**src/rtl/sram_fifo_ctrl_if.sv**
```systemverilog
// Stream and macro-side signal bundle for sram_fifo_ctrl.
//   push_*  : write stream into the FIFO (valid/ready)
//   pop_*   : read stream out of the FIFO (valid/ready, registered data)
//   count/full/empty : occupancy status
//   sram_*  : single-port macro pins (active-low CEB/WEB, Q valid one cycle after a read)
// The slave modport is the controller; the master modport is the core datapath plus the macro.
interface sram_fifo_ctrl_if #(
    parameter int unsigned WIDTH      = 16,
    parameter int unsigned ADDR_WIDTH = 9
);
    logic                  push_valid;
    logic [WIDTH-1:0]      push_data;
    logic                  push_ready;
    logic                  pop_valid;
    logic [WIDTH-1:0]      pop_data;
    logic                  pop_ready;
    logic [ADDR_WIDTH:0]   count;
    logic                  full;
    logic                  empty;
    logic                  sram_ceb;
    logic                  sram_web;
    logic [ADDR_WIDTH-1:0] sram_a;
    logic [WIDTH-1:0]      sram_d;
    logic [WIDTH-1:0]      sram_q;

    modport slave (
        input  push_valid, push_data, pop_ready, sram_q,
        output push_ready, pop_valid, pop_data, count, full, empty,
        output sram_ceb, sram_web, sram_a, sram_d
    );

    modport master (
        output push_valid, push_data, pop_ready, sram_q,
        input  push_ready, pop_valid, pop_data, count, full, empty,
        input  sram_ceb, sram_web, sram_a, sram_d
    );
endinterface

```
**src/rtl/sram_fifo_ctrl.sv**
```systemverilog
// FIFO controller using one single-port SRAM macro as storage.
// One macro access per cycle: push writes win unless the output buffer is starved, otherwise
// a prefetch read refills a 2-entry output buffer that hides the macro's one-cycle read latency.
// Ports:
//   clk   : clock shared with the macro
//   reset : asynchronous active-low reset
//   flush : synchronous clear of all FIFO state (SRAM contents untouched)
//   bus   : push/pop streams, status and macro pins (see sram_fifo_ctrl_if)
module sram_fifo_ctrl #(
    parameter int unsigned WIDTH      = 16,
    parameter int unsigned ADDR_WIDTH = 9
) (
    input  logic              clk,
    input  logic              reset,
    input  logic              flush,
    sram_fifo_ctrl_if.slave   bus
);
    localparam int unsigned Depth = 2 ** ADDR_WIDTH;
    localparam logic [ADDR_WIDTH:0]   CntOne   = (ADDR_WIDTH + 1)'(1);
    localparam logic [ADDR_WIDTH:0]   CntDepth = (ADDR_WIDTH + 1)'(Depth);
    localparam logic [ADDR_WIDTH-1:0] PtrOne   = ADDR_WIDTH'(1);

    logic [ADDR_WIDTH-1:0] wr_ptr_q, wr_ptr_d;
    logic [ADDR_WIDTH-1:0] rd_ptr_q, rd_ptr_d;
    logic [ADDR_WIDTH:0]   sram_words_q, sram_words_d;
    logic [ADDR_WIDTH:0]   count_q, count_d;
    logic                  rd_inflight_q, rd_inflight_d;
    logic [1:0]            occ_q, occ_d;
    logic [WIDTH-1:0]      buf_q [2];
    logic [WIDTH-1:0]      buf_d [2];

    logic [1:0] pending;
    logic       have_words, rd_hi, rd_lo, rd_en;
    logic       push_ready, push_fire, pop_fire;

    // Buffered plus in-flight words; a read is only issued while this is below 2.
    assign pending    = occ_q + {1'b0, rd_inflight_q};
    assign have_words = (sram_words_q != '0);
    assign rd_hi      = have_words && (pending == 2'd0);
    // Gated by reset so the handshake is dead while reset is held low.
    assign push_ready = reset && !flush && (count_q < CntDepth) && !rd_hi;
    assign push_fire  = bus.push_valid && push_ready;
    assign rd_lo      = have_words && (pending < 2'd2) && !push_fire;
    assign rd_en      = !flush && !push_fire && (rd_hi || rd_lo);
    assign pop_fire   = (occ_q != 2'd0) && bus.pop_ready;

    // Macro pins and status outputs
    always_comb begin
        bus.push_ready = push_ready;
        bus.pop_valid  = (occ_q != 2'd0);
        bus.pop_data   = buf_q[0];
        bus.count      = count_q;
        bus.full       = (count_q == CntDepth);
        bus.empty      = (count_q == '0);
        bus.sram_ceb   = !(push_fire || rd_en);
        bus.sram_web   = !push_fire;
        bus.sram_a     = push_fire ? wr_ptr_q : rd_ptr_q;
        bus.sram_d     = bus.push_data;
    end

    // Next-state
    always_comb begin
        wr_ptr_d      = wr_ptr_q;
        rd_ptr_d      = rd_ptr_q;
        sram_words_d  = sram_words_q;
        count_d       = count_q;
        rd_inflight_d = rd_en;
        occ_d         = occ_q;
        buf_d         = buf_q;

        if (push_fire) begin
            wr_ptr_d     = wr_ptr_q + PtrOne;
            sram_words_d = sram_words_q + CntOne;
        end else if (rd_en) begin
            rd_ptr_d     = rd_ptr_q + PtrOne;
            sram_words_d = sram_words_q - CntOne;
        end

        if (pop_fire) begin
            buf_d[0] = buf_q[1];
            occ_d    = occ_q - 2'd1;
        end
        // Capture lands behind whatever survives the pop; occ_d is at most 1 here.
        if (rd_inflight_q) begin
            buf_d[occ_d[0]] = bus.sram_q;
            occ_d           = occ_d + 2'd1;
        end

        case ({push_fire, pop_fire})
            2'b10:   count_d = count_q + CntOne;
            2'b01:   count_d = count_q - CntOne;
            default: count_d = count_q;
        endcase

        // A late sram_q is dropped because rd_inflight and occ both clear.
        if (flush) begin
            wr_ptr_d      = '0;
            rd_ptr_d      = '0;
            sram_words_d  = '0;
            count_d       = '0;
            rd_inflight_d = 1'b0;
            occ_d         = 2'd0;
        end
    end

    always_ff @(posedge clk or negedge reset) begin
        if (!reset) begin
            wr_ptr_q      <= '0;
            rd_ptr_q      <= '0;
            sram_words_q  <= '0;
            count_q       <= '0;
            rd_inflight_q <= 1'b0;
            occ_q         <= 2'd0;
            buf_q[0]      <= '0;
            buf_q[1]      <= '0;
        end else begin
            wr_ptr_q      <= wr_ptr_d;
            rd_ptr_q      <= rd_ptr_d;
            sram_words_q  <= sram_words_d;
            count_q       <= count_d;
            rd_inflight_q <= rd_inflight_d;
            occ_q         <= occ_d;
            buf_q[0]      <= buf_d[0];
            buf_q[1]      <= buf_d[1];
        end
    end
endmodule

```
**src/flat_wrapper.sv**
```systemverilog
// flat-port wrapper written by rule: the top's interface ports become plain ports
module sram_fifo_ctrl_flat 
#(
    parameter int unsigned WIDTH      = 16,
    parameter int unsigned ADDR_WIDTH = 9
)
  (clk, reset, flush, bus_push_valid, bus_push_data, bus_pop_ready, bus_sram_q, bus_push_ready, bus_pop_valid, bus_pop_data, bus_count, bus_full, bus_empty, bus_sram_ceb, bus_sram_web, bus_sram_a, bus_sram_d);
  sram_fifo_ctrl_if #(.WIDTH(WIDTH), .ADDR_WIDTH(ADDR_WIDTH)) bus_i ();
  input  logic clk;
  input  logic reset;
  input  logic flush;
  input wire logic [$bits(bus_i.push_valid)-1:0] bus_push_valid;
  input wire logic [$bits(bus_i.push_data)-1:0] bus_push_data;
  input wire logic [$bits(bus_i.pop_ready)-1:0] bus_pop_ready;
  input wire logic [$bits(bus_i.sram_q)-1:0] bus_sram_q;
  output wire logic [$bits(bus_i.push_ready)-1:0] bus_push_ready;
  output wire logic [$bits(bus_i.pop_valid)-1:0] bus_pop_valid;
  output wire logic [$bits(bus_i.pop_data)-1:0] bus_pop_data;
  output wire logic [$bits(bus_i.count)-1:0] bus_count;
  output wire logic [$bits(bus_i.full)-1:0] bus_full;
  output wire logic [$bits(bus_i.empty)-1:0] bus_empty;
  output wire logic [$bits(bus_i.sram_ceb)-1:0] bus_sram_ceb;
  output wire logic [$bits(bus_i.sram_web)-1:0] bus_sram_web;
  output wire logic [$bits(bus_i.sram_a)-1:0] bus_sram_a;
  output wire logic [$bits(bus_i.sram_d)-1:0] bus_sram_d;
  assign bus_i.push_valid = bus_push_valid;
  assign bus_i.push_data = bus_push_data;
  assign bus_i.pop_ready = bus_pop_ready;
  assign bus_i.sram_q = bus_sram_q;
  assign bus_push_ready = bus_i.push_ready;
  assign bus_pop_valid = bus_i.pop_valid;
  assign bus_pop_data = bus_i.pop_data;
  assign bus_count = bus_i.count;
  assign bus_full = bus_i.full;
  assign bus_empty = bus_i.empty;
  assign bus_sram_ceb = bus_i.sram_ceb;
  assign bus_sram_web = bus_i.sram_web;
  assign bus_sram_a = bus_i.sram_a;
  assign bus_sram_d = bus_i.sram_d;
  sram_fifo_ctrl #(.WIDTH(WIDTH), .ADDR_WIDTH(ADDR_WIDTH)) u_core (.clk(clk), .reset(reset), .flush(flush), .bus(bus_i));
endmodule
```
**config.mk**
```make
export PLATFORM = sky130hd
export DESIGN_NAME = sram_fifo_ctrl_flat
export DESIGN_NICKNAME = d
export VERILOG_FILES = /design/src/rtl/sram_fifo_ctrl_if.sv /design/src/rtl/sram_fifo_ctrl.sv /design/src/flat_wrapper.sv
export SDC_FILE = /design/constraint.sdc
export NUM_CORES = 1
export LEC_CHECK = 0
export ABC_CLOCK_PERIOD_IN_PS = 5000
export CORE_AREA = 2 2 79 137
export DETAILED_ROUTE_END_ITERATION = 16
export DIE_AREA = 0 0 81 139
export PLACE_DENSITY = 0.8
export SLEW_MARGIN = 20
export SYNTH_ARGS = -nofsm -noshare
export SYNTH_HDL_FRONTEND = slang
export SYNTH_SLANG_ARGS = --single-unit
```
**constraint.sdc**
```tcl
create_clock -name clk -period 5 [get_ports clk]
set_clock_uncertainty 0.15 [all_clocks]
set_input_delay 1 -clock clk [delete_from_list [all_inputs] [get_ports clk]]
set_output_delay 1 -clock clk [all_outputs]
set_load 0.01 [all_outputs]
```
==> results of run 1 <==
where the power goes:
group / internal [W] / switching, W / leakage (nW)
clock: 0.000389 / 0.000261 / 0.142
combinational: 0.000794 / 0.000869 / 1.19
sequential: 0.000817 / 0.000185 / 0.925
critical path, delay by kind of cell:
kind,cells,cell delay [ps]
buffers and inverters,3,1310
AND/OR/NAND/NOR,5,770
area by class of cell:
cell class                      instances  area (µm²)  area share
Inverter                               12        45.0     0.00878
Timing Repair Buffer                   67         651       0.127
Sequential cell                        73        1830       0.356
Multi-Input combinational cell        346        2140       0.418
Tap cell                              127         159      0.0310
Clock buffer                            9         225      0.0439
Clock inverter                          7        76.3      0.0149
worst max-delay path by stage:
| stage | startpoint | endpoint | slack [ps] | cells after the start |
|---|---|---|---|---|
| 2_1_floorplan | flush | u_core.sram_words_q[9]$_DFFE_PN0P_ | 1330 | 12 |
| 3_3_place_gp | flush | u_core.bus.count[8]$_DFFE_PN0P_ | 790 | 12 |
| 3_5_place_dp | flush | u_core.bus.count[8]$_DFFE_PN0P_ | 690 | 12 |
| 4_1_cts | flush | bus_sram_a[1] | 740 | 8 |
| 5_1_grt | flush | bus_sram_a[8] | 570 | 8 |
| 6_report | flush | bus_sram_a[7] | 750 | 8 |
through the flow:
stage / instance area [µm²] / hold WS (ps)
after global placement: 4830 / 338
after CTS: 5130 / 359
after global routing: 5130 / 378
after floorplan: 4340 / 324
final: 5130 / 358
after detailed placement: 4830 / 345
metal layers:
layer | part of all wire | GRT usage
met1 | 0.39 | 0.203
met2 | 0.53 | 0.330
met3 | 0.055 | 0.0404
met4 | 0.027 | 0.0883
met5 | 0 | 0
cell usage in the layout, fill, tap and decap left out, types with 4 or more instances in the layout:
cell / n
nand2_1: 83
dfrtp_1: 73
nor2_1: 61
clkdlybuf4s50_1: 60
a31oi_1: 18
xor2_1: 18
mux2_2: 17
ha_1: 16
a21oi_1: 15
o21ai_0: 14
nand3_1: 12
inv_1: 11
xnor2_1: 10
clkbuf_16: 9
and3_1: 8
a22oi_1: 8
buf_4: 6
nor3_1: 5
o21a_1: 4
a211oi_1: 4
cells by family (layout without fill, tap and decap cells):
kind of cell,after synthesis,in the layout,synth area share
flip-flops,73,73,0.421
AND/OR/NAND/NOR,193,193,0.197
multiplexers,19,19,0.0487
adder cells (fa/ha/maj),17,17,0.0507
AO/OA/AOI/OAI,89,89,0.140
XOR/XNOR,28,28,0.0565
buffers and inverters,65,95,0.0861
==> results.md, run 1 <==
- Share of the synthesized area in the top cell type: 0.421
- Vias in the first global route: 3765
- Layout Nets: 563
- Initial Util: 0.427
- Crit. End Element: primary output
- Io pins: 94
- Finished Layout Cells: 641
- Netlist cell types: 59
- Crit path required time: 3850 ps
- Largest net degree at the start of global routing: 75
- Status: completed
- Share of cells above drive strength 1: 0.0992
- Launching point of the worst reg2reg path: u_core.sram_words_q[7]$_DFFE_PN0P_
- CTS max path bufs: 2
- Endpoints failing setup: 0
- Leading area contributor after synthesis: dfrtp_1
- Antenna Cells: 0
- Critical-path maximum fanout: 28
- Clock-pin transition on the worst setup and hold timing paths: 60 ps
- H-tree depth: 3
- Top-count cell post-synth: nand2_1
- Slew Viols, Final: 0
- Fraction of registers with async set/reset: 1.00
- PwrDens: 647 mW/mm²
- R2R setup slack: 1180 ps
- Synth area leaders: dfrtp_1, nand2_1, buf_4
- Clock Latency Late Sink: 340 ps
- EDFF count, synth: 0
- Worst setup margin: 752 ps
- Cell area after synthesis: 0.00434 mm²
- Setup TNS: 0 ps
- Total Die Area: 0.0113 mm²
- DR DRC count: 0
- Fillers: 936
- Core area: 0.0102 mm²
- Hpwl dp: 7.04 mm
- Root Driver: clkbuf_16
- Fin crit share: 0.850
- Post-Syn Area per Cell: 8.97 µm²
- Detailed Routing Iterations Pass 1: 4
- Cell Rows: 49
- Max Cap Violations: 0
- Yosys reg bits: 73
- PostCTS Resize Cnt: 0
- Worst Reg-to-Reg Cells: 11
- Via density: 5.62
- Top cells by count, synth: nand2_1, dfrtp_1, nor2_1
- Die Ht: 139 µm
- GRT overflow: 0
- First-pass GRT wire length: 16.8 mm
- CP cell instances: clkdlybuf4s50_1, nor2_1, nand3_1, nor2_1, buf_4, nand2_1, nand2_1, clkdlybuf4s50_1
- Fin. Hold Viols: 0
- Final core occ: 0.504
- DP Worst Slack: 694 ps
- Min-delay worst type: reg2reg
- Syn_nets: 538
- Design Power: 0.00332 W
- Final Wtd Congestion: 0.907
- Yosys warns: 0
- Placed cells: 625
- Slew HR: 0.383
- Least-Margin Pin Slew: 926 ps
- Hold Path Cell Cnt: 1
- Crit path time final: 4250 ps
- Static leakage: 2.26 nW
- RSZ-0062 raised after global routing: no
- DIE WIDTH: 81 µm
- Area delta synth->final: 18.1%
- Cts hold-fix bufs: 0
- Num CTS Buffers: 9
- Worst setup SP type: input port
- Arr. time, crit path: 3100 ps
- Clock sink count: 73
- Vias: 3601
- Sequential share of the synthesized area: 0.421
- Synth Flop Type: dfrtp_1
- Initial antenna violation count: 0
- Port Buffer Count: 61
- Fmax: 235 MHz
- Total Wirelength: 9.89 mm
- Setup Fix Bufs, Post-CTS: 0
- Routed len/inst: 15.4 µm
- Detail Route Antenna Nets: 0
- FF-to-FF End: u_core.bus.count[8]$_DFFE_PN0P_
- WS Path Type: in2out
- CP max-delay cell: clkdlybuf4s50_1
- CTS tree: done
- Slowest Stage Delay on Critical Path: 530 ps
- GRT Util Overall: 0.186
- Mapped Cells: 484
- Initial drt markers: 204
- Maximum vdd drop: 0.314 mV
(Power assumes the default switching activity.)
==> run 2, diff against run 1 <==
--- a/config.mk
+++ b/config.mk
@@ -5,11 +5,11 @@
 export SDC_FILE = /design/constraint.sdc
 export NUM_CORES = 1
 export LEC_CHECK = 0
-export ABC_CLOCK_PERIOD_IN_PS = 5000
+export ABC_CLOCK_PERIOD_IN_PS = 3500
 export CORE_AREA = 2 2 79 137
 export DETAILED_ROUTE_END_ITERATION = 16
 export DIE_AREA = 0 0 81 139
-export PLACE_DENSITY = 0.8
+export PLACE_DENSITY = 0.83
 export SLEW_MARGIN = 20
 export SYNTH_ARGS = -nofsm -noshare
 export SYNTH_HDL_FRONTEND = slang
==> constraint.sdc (replaced) <==
create_clock -name clk -period 3.5 [get_ports clk]
set_clock_uncertainty 0.15 [all_clocks]
set_input_delay 0.7 -clock clk [delete_from_list [all_inputs] [get_ports clk]]
set_output_delay 0.7 -clock clk [all_outputs]
set_load 0.01 [all_outputs]
==> results.md, run 2 (synthesis gave the netlist of run 1 again) <==
- Core area: 0.0102 mm² (unchanged)
- Layout Nets: 600 (+6.6%)
- Clock Latency Late Sink: 340 ps (about the same)
- Area delta synth->final: 27.0%
- WS Path Type: reg2reg
- Most crowded layer after global routing: met2
- Commonest non-fill, non-tap cell in the layout: nand2_1
- Arr. time, crit path: 3640 ps (+540 ps)
- DP Worst Slack: -296 ps (-990 ps)
- Crit. End Element: register
- Gate power share: 0.550 (+0.048)
- Slew HR: 0.438 (+0.0551)
- Fillers: 875 (-6.5%)
- Slowest Stage Delay on Critical Path: 560 ps (+30 ps)
- Max Cap Violations: 0 (unchanged)
- CTS tree: done
- Crit path time final: 3530 ps
- Slew Viols, Final: 0 (unchanged)
- CP cell instances: or4_4, o311a_4, o21ai_4, xnor2_2, ha_2, or4_4, o41ai_4, a211oi_2, o31a_1, or3_1, a21oi_1
- Fmax: 283 MHz
- First-pass GRT wire length: 18.2 mm (+8.3%)
- Antenna Cells: 0 (unchanged)
- Met3 usage: 0.0371 (-0.00326)
- Maximum vdd drop: 0.423 mV (+35%)
- Hpwl dp: 7.79 mm (+11%)
- R2R setup slack: -30 ps (-1210 ps)
- P_int: 0.00313 W (+56%)
- Seq pwr share: 0.279 (-0.023)
- GRT Util Overall: 0.205 (+0.0189)
- Largest net degree at the start of global routing: 68 (-9.3%)
- Worst setup margin: -32.1 ps (-784 ps)
- Crit path max-delay family: compound AO/OA/AOI/OAI gates
- Cts hold-fix bufs: 0 (unchanged)
- H-tree depth: 3 (unchanged)
- Total Wirelength: 11.1 mm (+13%)
- Clock sink count: 73 (unchanged)
- Status: finished with violations
- Clock-pin transition on the worst setup and hold timing paths: 60 ps (about the same)
- Via density: 5.68 (+1.0%)
- Min-delay worst type: in2async
- GRT overflow: 0 (unchanged)
- Final Wtd Congestion: 0.849 (-6.4%)
- Routed len/inst: 16.4 µm (+6.4%)
- Fin crit share: 1.01
- Initial Util: 0.427 (unchanged)
- Fin. Hold Viols: 0 (unchanged)
- Switching part of the total: 0.400 (+0.00374)
- Least-Margin Pin Slew: 843 ps (-82.6 ps)
- Num CTS Buffers: 9 (unchanged)
- Crit path buf inv count: 0 (-3)
- Worst setup SP type: register
- DIE WIDTH: 81 µm (unchanged)
- Share of cells above drive strength 1: 0.189 (+0.0895)
- CP most frequent cell: or4_4
- Failing checks: setup timing
- PwrDens: 946 mW/mm² (+46%)
- Design Power: 0.00522 W (+57%)
- Die Ht: 139 µm (unchanged)
- CTS max path bufs: 2 (unchanged)
- RSZ-0062 raised after global routing: yes
- Net Switching: 0.00209 W (+59%)
- Detailed Routing Iterations Pass 1: 4 (unchanged)
- Critical-path maximum fanout: 4 (-86%)
- CP max-delay cell: or4_4
- Most frequent cells in the layout: nand2_1, dfrtp_1, nor2_1
- Met2 GRT Util: 0.367 (+0.0374)
- Io pins: 94 (unchanged)
- Post-DP Area: 0.00510 mm² (+5.7%)
- Min Hold Slack: 164 ps (-194 ps)
- Cell Rows: 49 (unchanged)
- Initial antenna violation count: 0 (unchanged)
- Root Driver: clkbuf_16
- Total Die Area: 0.0113 mm² (unchanged)
- Detail Route Antenna Nets: 0 (unchanged)
- Vias: 3848 (+6.9%)
- Initial drt markers: 218 (+6.9%)
- Port Buffer Count: 61 (unchanged)
- Setup TNS: -45.8 ps (-45.8 ps)
- Post-route cell area: 0.00552 mm² (+7.6%)
- Vias in the first global route: 3968 (+5.4%)
- Grt met1 use: 0.215 (+0.0116)
- Endpoints failing setup: 2 (+2)
- Clk pwr share: 0.170 (-0.026)
- Crit path required time: 3610 ps (-240 ps)
- Static leakage: 2.52 nW (+11%)
- DR DRC count: 0 (unchanged)
==> run 2: changes by cell type in the layout (fill, tap and decap cells not counted), sizes merged <==
| cell | delta |
|---|---|
| clkinv | -2 |
| clkdlybuf4s50 | -10 |
| dlygate4sd2 | +9 |
| buf | +37 |
| inv | +3 |
| bufinv | -1 |
| dlymetal6s2s | +1 |
==> run 2: area by class of cell <==
cell class | count | area (µm²) | share of cell area
tap | 127 | 159 | 0.0288
timing repair buffer | 104 | 935 | 0.169
sequential | 73 | 1830 | 0.331
inverter | 12 | 47.5 | 0.00862
clock buffer | 9 | 225 | 0.0408
multi-input combinational | 346 | 2260 | 0.410
clock inverter | 7 | 61.3 | 0.0111
==> run 2: path summary, 6_finish.rpt <==
path | start | end | cells after the start
max | u_core.sram_words_q[6]$_DFFE_PN0P_ | u_core.bus.count[8]$_DFFE_PN0P_ | 11
min | reset | u_core.sram_words_q[8]$_DFFE_PN0P_ | 2
max reg2reg | u_core.sram_words_q[6]$_DFFE_PN0P_ | u_core.bus.count[8]$_DFFE_PN0P_ | 11
min reg2reg | register | register | 1
max in group asynchronous | reset | u_core.occ_q[0]$_DFF_PN0_ | 3
min in group clk | register | register | 1
==> run 2: per-stage QoR <==
step	util	instances
6_report	0.542	678
5_1_grt	0.542	678
4_1_cts	0.533	675
3_5_place_dp	0.501	659
3_3_place_gp	0.501	659
2_1_floorplan	-	484
==> run 2: routing by layer <==
metal,wire (µm),vias to the layer above
met5,0,-
met1,4150,1880
met2,5950,152
li1,-,1774
met4,427,0
met3,599,42
==> run 2: what timing repair did <==
item / in CTS / in global routing
endpoints found under the setup margin: 13 / 8
setup buffers: 0 / 3
pin swaps: 1 / 3
resized for setup: 18 / 14
gates cloned: 0 / 0
==> run 2: power by group through the flow <==
stage | Clock [W] | Sequential, W | Combinational [W]
floorplan | 0 | 0.00138 | 0.00177
global placement | 0 | 0.00142 | 0.00256
detailed placement | 0 | 0.00144 | 0.00267
CTS | 0.000905 | 0.00144 | 0.00274
global route | 0.000937 | 0.00149 | 0.00316
finish | 0.000888 | 0.00146 | 0.00287
==> run 3, diff against run 2 <==
--- a/config.mk
+++ b/config.mk
@@ -14,3 +14,4 @@
 export SYNTH_ARGS = -nofsm -noshare
 export SYNTH_HDL_FRONTEND = slang
 export SYNTH_SLANG_ARGS = --single-unit
+export TNS_END_PERCENT = 20
==> results.md, run 3 (synthesis gave the netlist of run 1 again) <==
- Status: finished with violations
- Failing checks: setup timing
- First-pass GRT wire length: 18.2 mm (about the same)
- Slew HR: 0.517 (+0.0794)
- Total Die Area: 0.0113 mm² (unchanged)
- Port Buffer Count: 61 (unchanged)
- PwrDens: 945 mW/mm² (about the same)
- H-tree depth: 3 (unchanged)
- Least-Margin Pin Slew: 721 ps (-122 ps)
- Max Cap Violations: 0 (unchanged)
- Routed len/inst: 16.5 µm (+0.62%)
- Worst setup margin: -64.1 ps (-32.0 ps)
- Post-route cell area: 0.00546 mm² (-1.1%)
- CTS max path bufs: 2 (unchanged)
- Endpoints failing setup: 2 (unchanged)
- Crit. End Element: register
- Detailed Routing Iterations Pass 1: 5 (+1)
- Layout Nets: 595 (-0.83%)
- Launching point of the worst reg2reg path: u_core.sram_words_q[3]$_DFFE_PN0P_
- Initial Util: 0.427 (unchanged)
- Clock sink count: 73 (unchanged)
- Fin crit share: 1.02 (+0.00914)
- DIE WIDTH: 81 µm (unchanged)
- Initial drt markers: 160 (-27%)
- Area delta synth->final: 25.7%
- Design Power: 0.00516 W (-1.1%)
- Final core occ: 0.536 (-0.00578)
- Io pins: 94 (unchanged)
- Cell Rows: 49 (unchanged)
- Finished Layout Cells: 673 (-0.74%)
- Share of cells above drive strength 1: 0.176 (-0.0129)
- Clock Latency Late Sink: 340 ps (about the same)
- Largest net degree at the start of global routing: 52 (-24%)
- RSZ-0062 raised after global routing: yes
- Maximum vdd drop: 0.539 mV (+27%)
- Vias in the first global route: 3953 (-0.38%)
- Crit path required time: 3620 ps (about the same)
- R2R setup slack: -60 ps (-30 ps)
- Antenna Cells: 0 (unchanged)
- Min-delay worst type: in2async
- Detail Route Antenna Nets: 0 (unchanged)
- FF-to-FF End: u_core.bus.count[8]$_DFFE_PN0P_
- Root Driver: clkbuf_16
- Met2 GRT Util: 0.369 (+0.00174)
- Core area: 0.0102 mm² (unchanged)
- Fin. Hold Viols: 0 (unchanged)
- CTS tree: done
- Num CTS Buffers: 9 (unchanged)
- WS Path Type: reg2reg
- Total Wirelength: 11.1 mm (-0.13%)
- DR DRC count: 0 (unchanged)
- Final Wtd Congestion: 0.888 (+4.7%)
- Worst Reg-to-Reg Cells: 11 (unchanged)
- Slew Viols, Final: 0 (unchanged)
- GRT overflow: 0 (unchanged)
- Post-DP Area: 0.00507 mm² (-0.59%)
- Die Ht: 139 µm (unchanged)
- GRT Util Overall: 0.203 (-0.00209)
- Vias: 3750 (-2.5%)
- Min Hold Slack: 262 ps (+97.8 ps)
- Grt met1 use: 0.212 (-0.00287)
- Placed cells: 656 (-0.46%)
- Initial antenna violation count: 0 (unchanged)
- Worst setup SP type: register
- Met3 usage: 0.0410 (+0.00391)
- Most crowded layer after global routing: met2
- Static leakage: 2.48 nW (-1.4%)
- Via density: 5.57 (-1.8%)
- Critical-path maximum fanout: 3 (-1)
- Crit path time final: 3560 ps (+32.0 ps)
- Most frequent cells in the layout: nand2_1, dfrtp_1, nor2_1
- Fmax: 281 MHz (-0.90%)
- Clock-pin transition on the worst setup and hold timing paths: 60 ps (about the same)
- Commonest non-fill, non-tap cell in the layout: nand2_1
- Hpwl dp: 7.81 mm (+0.20%)
- Arr. time, crit path: 3680 ps (+40 ps)
==> run 3: cell types whose count changed in the layout (fill, tap and decap cells not counted), sizes merged <==
| cell | change |
|---|---|
| inv | -1 |
| clkinvlp | +1 |
| buf | -5 |
| clkdlybuf4s50 | -1 |
| dlymetal6s2s | +1 |
==> run 3: worst max path at each step <==
stage	to	start	slack, ps
final	u_core.bus.count[8]$_DFFE_PN0P_	u_core.sram_words_q[3]$_DFFE_PN0P_	-60
after global routing	u_core.bus.count[8]$_DFFE_PN0P_	u_core.sram_words_q[3]$_DFFE_PN0P_	-130
after CTS	u_core.bus.count[8]$_DFFE_PN0P_	u_core.sram_words_q[3]$_DFFE_PN0P_	-50
after detailed placement	u_core.bus.count[8]$_DFFE_PN0P_	flush	-220
after global placement	u_core.bus.count[8]$_DFFE_PN0P_	flush	-180
after floorplan	u_core.bus.count[8]$_DFFE_PN0P_	u_core.sram_words_q[7]$_DFFE_PN0P_	-7
==> run 3: repair_timing <==
item | CTS | global route
resized for setup | 18 | 11
hold buffers | 0 | 0
setup endpoints to repair | 15 | 8
pin swaps | 1 | 0
cloned | 0 | 0
setup buffers | 1 | 0
endpoints found under the hold margin | 0 | 0
==> run 3: metrics by stage <==
step	setup TNS [ps]	setup slack, ps
detailed placement	-578	-224
global route	-379	-132
floorplan	-6.55	-6.55
finish	-74.6	-64.1
CTS	-61.2	-54.7
global placement	-517	-183
==> run 3: final cells by class <==
class	instances	area, µm²
multi-input combinational	346	2250
timing repair buffer	99	892
fill	893	4720
sequential	73	1830
inverter	12	45.0
tap	127	159
clock buffer	9	225
clock inverter	7	62.6
==> run 3: critical path, stage by stage (launching register included) <==
cell and delay, ps:
dfrtp_1 410, or4_4 570, o311a_4 410, o21ai_4 190
xnor2_1 90, ha_1 200, or4_4 450, o41ai_4 240
a211oi_2 70, o31a_1 240, or3_1 330, a21oi_2 140
==> run 3: power breakdown <==
| part | switching, W | internal (W) | total (W) |
|---|---|---|---|
| Combinational | 0.00140 | 0.00141 | 0.00281 |
| Clock | 0.000390 | 0.000494 | 0.000884 |
| Sequential | 0.000294 | 0.00117 | 0.00146 |
==> run 3: metal layers <==
| metal | wire length, µm | part of all wire |
|---|---|---|
| met5 | 0 | 0 |
| met1 | 4170 | 0.38 |
| met3 | 579 | 0.052 |
| met2 | 6020 | 0.54 |
| met4 | 346 | 0.031 |
==> RTL edit: new RTL, config.mk and constraints of run 2 <==
`sram_words_q` no longer has a reset.
--- a/src/rtl/sram_fifo_ctrl.sv
+++ b/src/rtl/sram_fifo_ctrl.sv
@@ -108,5 +108,4 @@
             wr_ptr_q      <= '0;
             rd_ptr_q      <= '0;
-            sram_words_q  <= '0;
             count_q       <= '0;
             rd_inflight_q <= 1'b0;
@@ -117,5 +116,4 @@
             wr_ptr_q      <= wr_ptr_d;
             rd_ptr_q      <= rd_ptr_d;
-            sram_words_q  <= sram_words_d;
             count_q       <= count_d;
             rd_inflight_q <= rd_inflight_d;
@@ -125,4 +123,8 @@
         end
     end
+
+    always_ff @(posedge clk) begin
+        sram_words_q <= sram_words_d;
+    end
 endmodule
 
Check against the original RTL: differs if reset is asserted again (counterexample within 4 cycles, from zero or initial values and one cycle with reset low); with reset held inactive, the same outputs for 10 cycles.
==> RTL edit against run 2 <==
  * Power grew 2.0%
  * Synthesized area is essentially flat
  * Final area shrank 2.3%
  * Via count shrank 6.4%
  * Critical path depth shrank 5
  * Final cell count shrank 4.6%
  * Sequential cell count is the same
  * Setup slack gained 0.091 ns
  * Wire length shrank 7.1%
  * Largest power group unchanged
==> RTL edit: results <==
export IMPL_track_usage=0.1894
export IMPL_r2r_end="u_core.sram_words_q[9]"
export IMPL_gp_congestion=0.8608
export IMPL_synthArstFlopShare=0.8630
export IMPL_hpwlAfterDp_um=7394
export IMPL_crit_slowest_cell="clkdlybuf4s50_1"
export IMPL_status="finished clean"
export IMPL_avgSynthCellArea_um2=9.334
export IMPL_worstReg2RegStart="u_core.rd_inflight_q"
export IMPL_place_inst=631
export IMPL_grt_pass1_vias=3635
export IMPL_final_cells=647
export IMPL_ir_worst_vdd_mv=0.5201
export IMPL_synth_common_cells="dfrtp_1 (63), nand2_1 (62), nor2_1 (59), buf_4 (33), mux2_2 (25)"
export IMPL_synth_area_leaders="dfrtp_1 (36%), mux2_2 (6.5%), buf_4 (5.7%)"
export IMPL_reg2reg_depth=12
export IMPL_leakage_uw=0.002266
export IMPL_fillCellCount=881
export IMPL_cp_top_family="buffers and inverters"
export IMPL_synth_cell_types=60
export IMPL_vias_per_cell=5.569
export IMPL_grt_pass1_wl_um=16930
export IMPL_dr_pass1_iters=7
export IMPL_syn_nets=519
export IMPL_drive_above_1_share=0.1808
export IMPL_ys_seq_area_frac=0.4093
export IMPL_cts_buffer_depth=2
export IMPL_post_drt_wl_per_cell_um=15.98
export IMPL_worst_slew_pin_slew_ns=0.7294
export IMPL_placed_cell_area_um2=5015
export IMPL_grt_max_degree=58
export IMPL_whs_ns=0.2292
export IMPL_worst_ep_arrival_time_ns=2.59
export IMPL_pre_cts_ws_ns=-0.1523
export IMPL_nets=569
export IMPL_critPathMaxFanout=14
## RTL edit: changes by cell type after synthesis, sizes merged, moves of 4 or more
| cell | before | now |
|---|---|---|
| dfxtp | 0 | 10 |
| a21oi | 15 | 11 |
| and3 | 8 | 3 |
| a22oi | 8 | 3 |
| xnor2 | 10 | 18 |
| xor2 | 18 | 12 |
| nand2 | 83 | 62 |
| mux2 | 17 | 25 |
| dfrtp | 73 | 63 |
| nor4 | 3 | 7 |
## RTL edit: through the flow
| step | power, uW | utilization |
|---|---|---|
| 6_report | 5321 | 0.5298 |
| 5_1_grt | 5688 | 0.5298 |
| 4_1_cts | 5325 | 0.5283 |
| 3_5_place_dp | 4219 | 0.4927 |
| 3_3_place_gp | 4085 | 0.4927 |
| 2_1_floorplan | 3322 | - |
## RTL edit: worst register-to-register path, stage by stage (launching register included)
cell and delay, ns:
dfrtp_2 0.44, ha_1 0.22, xor2_2 0.21, a311oi_4 0.34
nor2_4 0.06, inv_2 0.13, ha_1 0.25, a21o_2 0.21
a21oi_1 0.18, o21ai_0 0.15, a221o_1 0.32, a32oi_1 0.18
mux2_2 0.35
## RTL edit: what timing repair did
action,in CTS,in global routing
resized for setup,1,4
setup endpoints to repair,9,11
pin swaps,0,1
## RTL edit: cells by family after synthesis
group	after synthesis	share of synthesized area
XOR/XNOR	30	0.06054
buffers and inverters	67	0.08763
AND/OR/NAND/NOR	172	0.1882
adder cells (fa/ha/maj)	17	0.05073
multiplexers	28	0.07178
AO/OA/AOI/OAI	78	0.1317
flip-flops	73	0.4093
## RTL edit: report_power, final
part / total, uW / internal (uW) / switching, uW
Clock: 1070 / 715 / 354
Sequential: 1460 / 1170 / 288
Combinational: 2790 / 1390 / 1400
Total: 5320 / 3270 / 2050
## RTL edit: routing by layer
| metal | wire, um | global-route usage |
|---|---|---|
| met5 | 0 | 0 |
| met1 | 3959 | 0.2117 |
| met4 | 311 | 0.09277 |
| met2 | 5494 | 0.3284 |
| met3 | 573 | 0.04297 |
## RTL edit: cell type report
cell class | instances | area share
Sequential cell | 73 | 0.3298
Timing Repair Buffer | 92 | 0.1566
Tap cell | 127 | 0.02947
Inverter | 14 | 0.01021
Clock inverter | 5 | 0.01903
Multi-Input combinational cell | 325 | 0.4098
Clock buffer | 11 | 0.04502
## RTL edit: worst max-delay path by stage
| stage | start | endpoint | slack (ns) | cells after the start |
|---|---|---|---|---|
| detailed placement | flush | u_core.bus.count[8] | -0.15 | 11 |
| CTS | flush | bus_sram_a[1] | 0.02 | 6 |
| finish | bus_push_valid | bus_sram_a[1] | 0.06 | 6 |
| floorplan | u_core.rd_inflight_q | u_core.sram_words_q[9] | 0.005 | 12 |
| global placement | flush | u_core.sram_words_q[9] | -0.02 | 11 |
| global route | u_core.rd_inflight_q | bus_sram_a[8] | -0.008 | 9 |
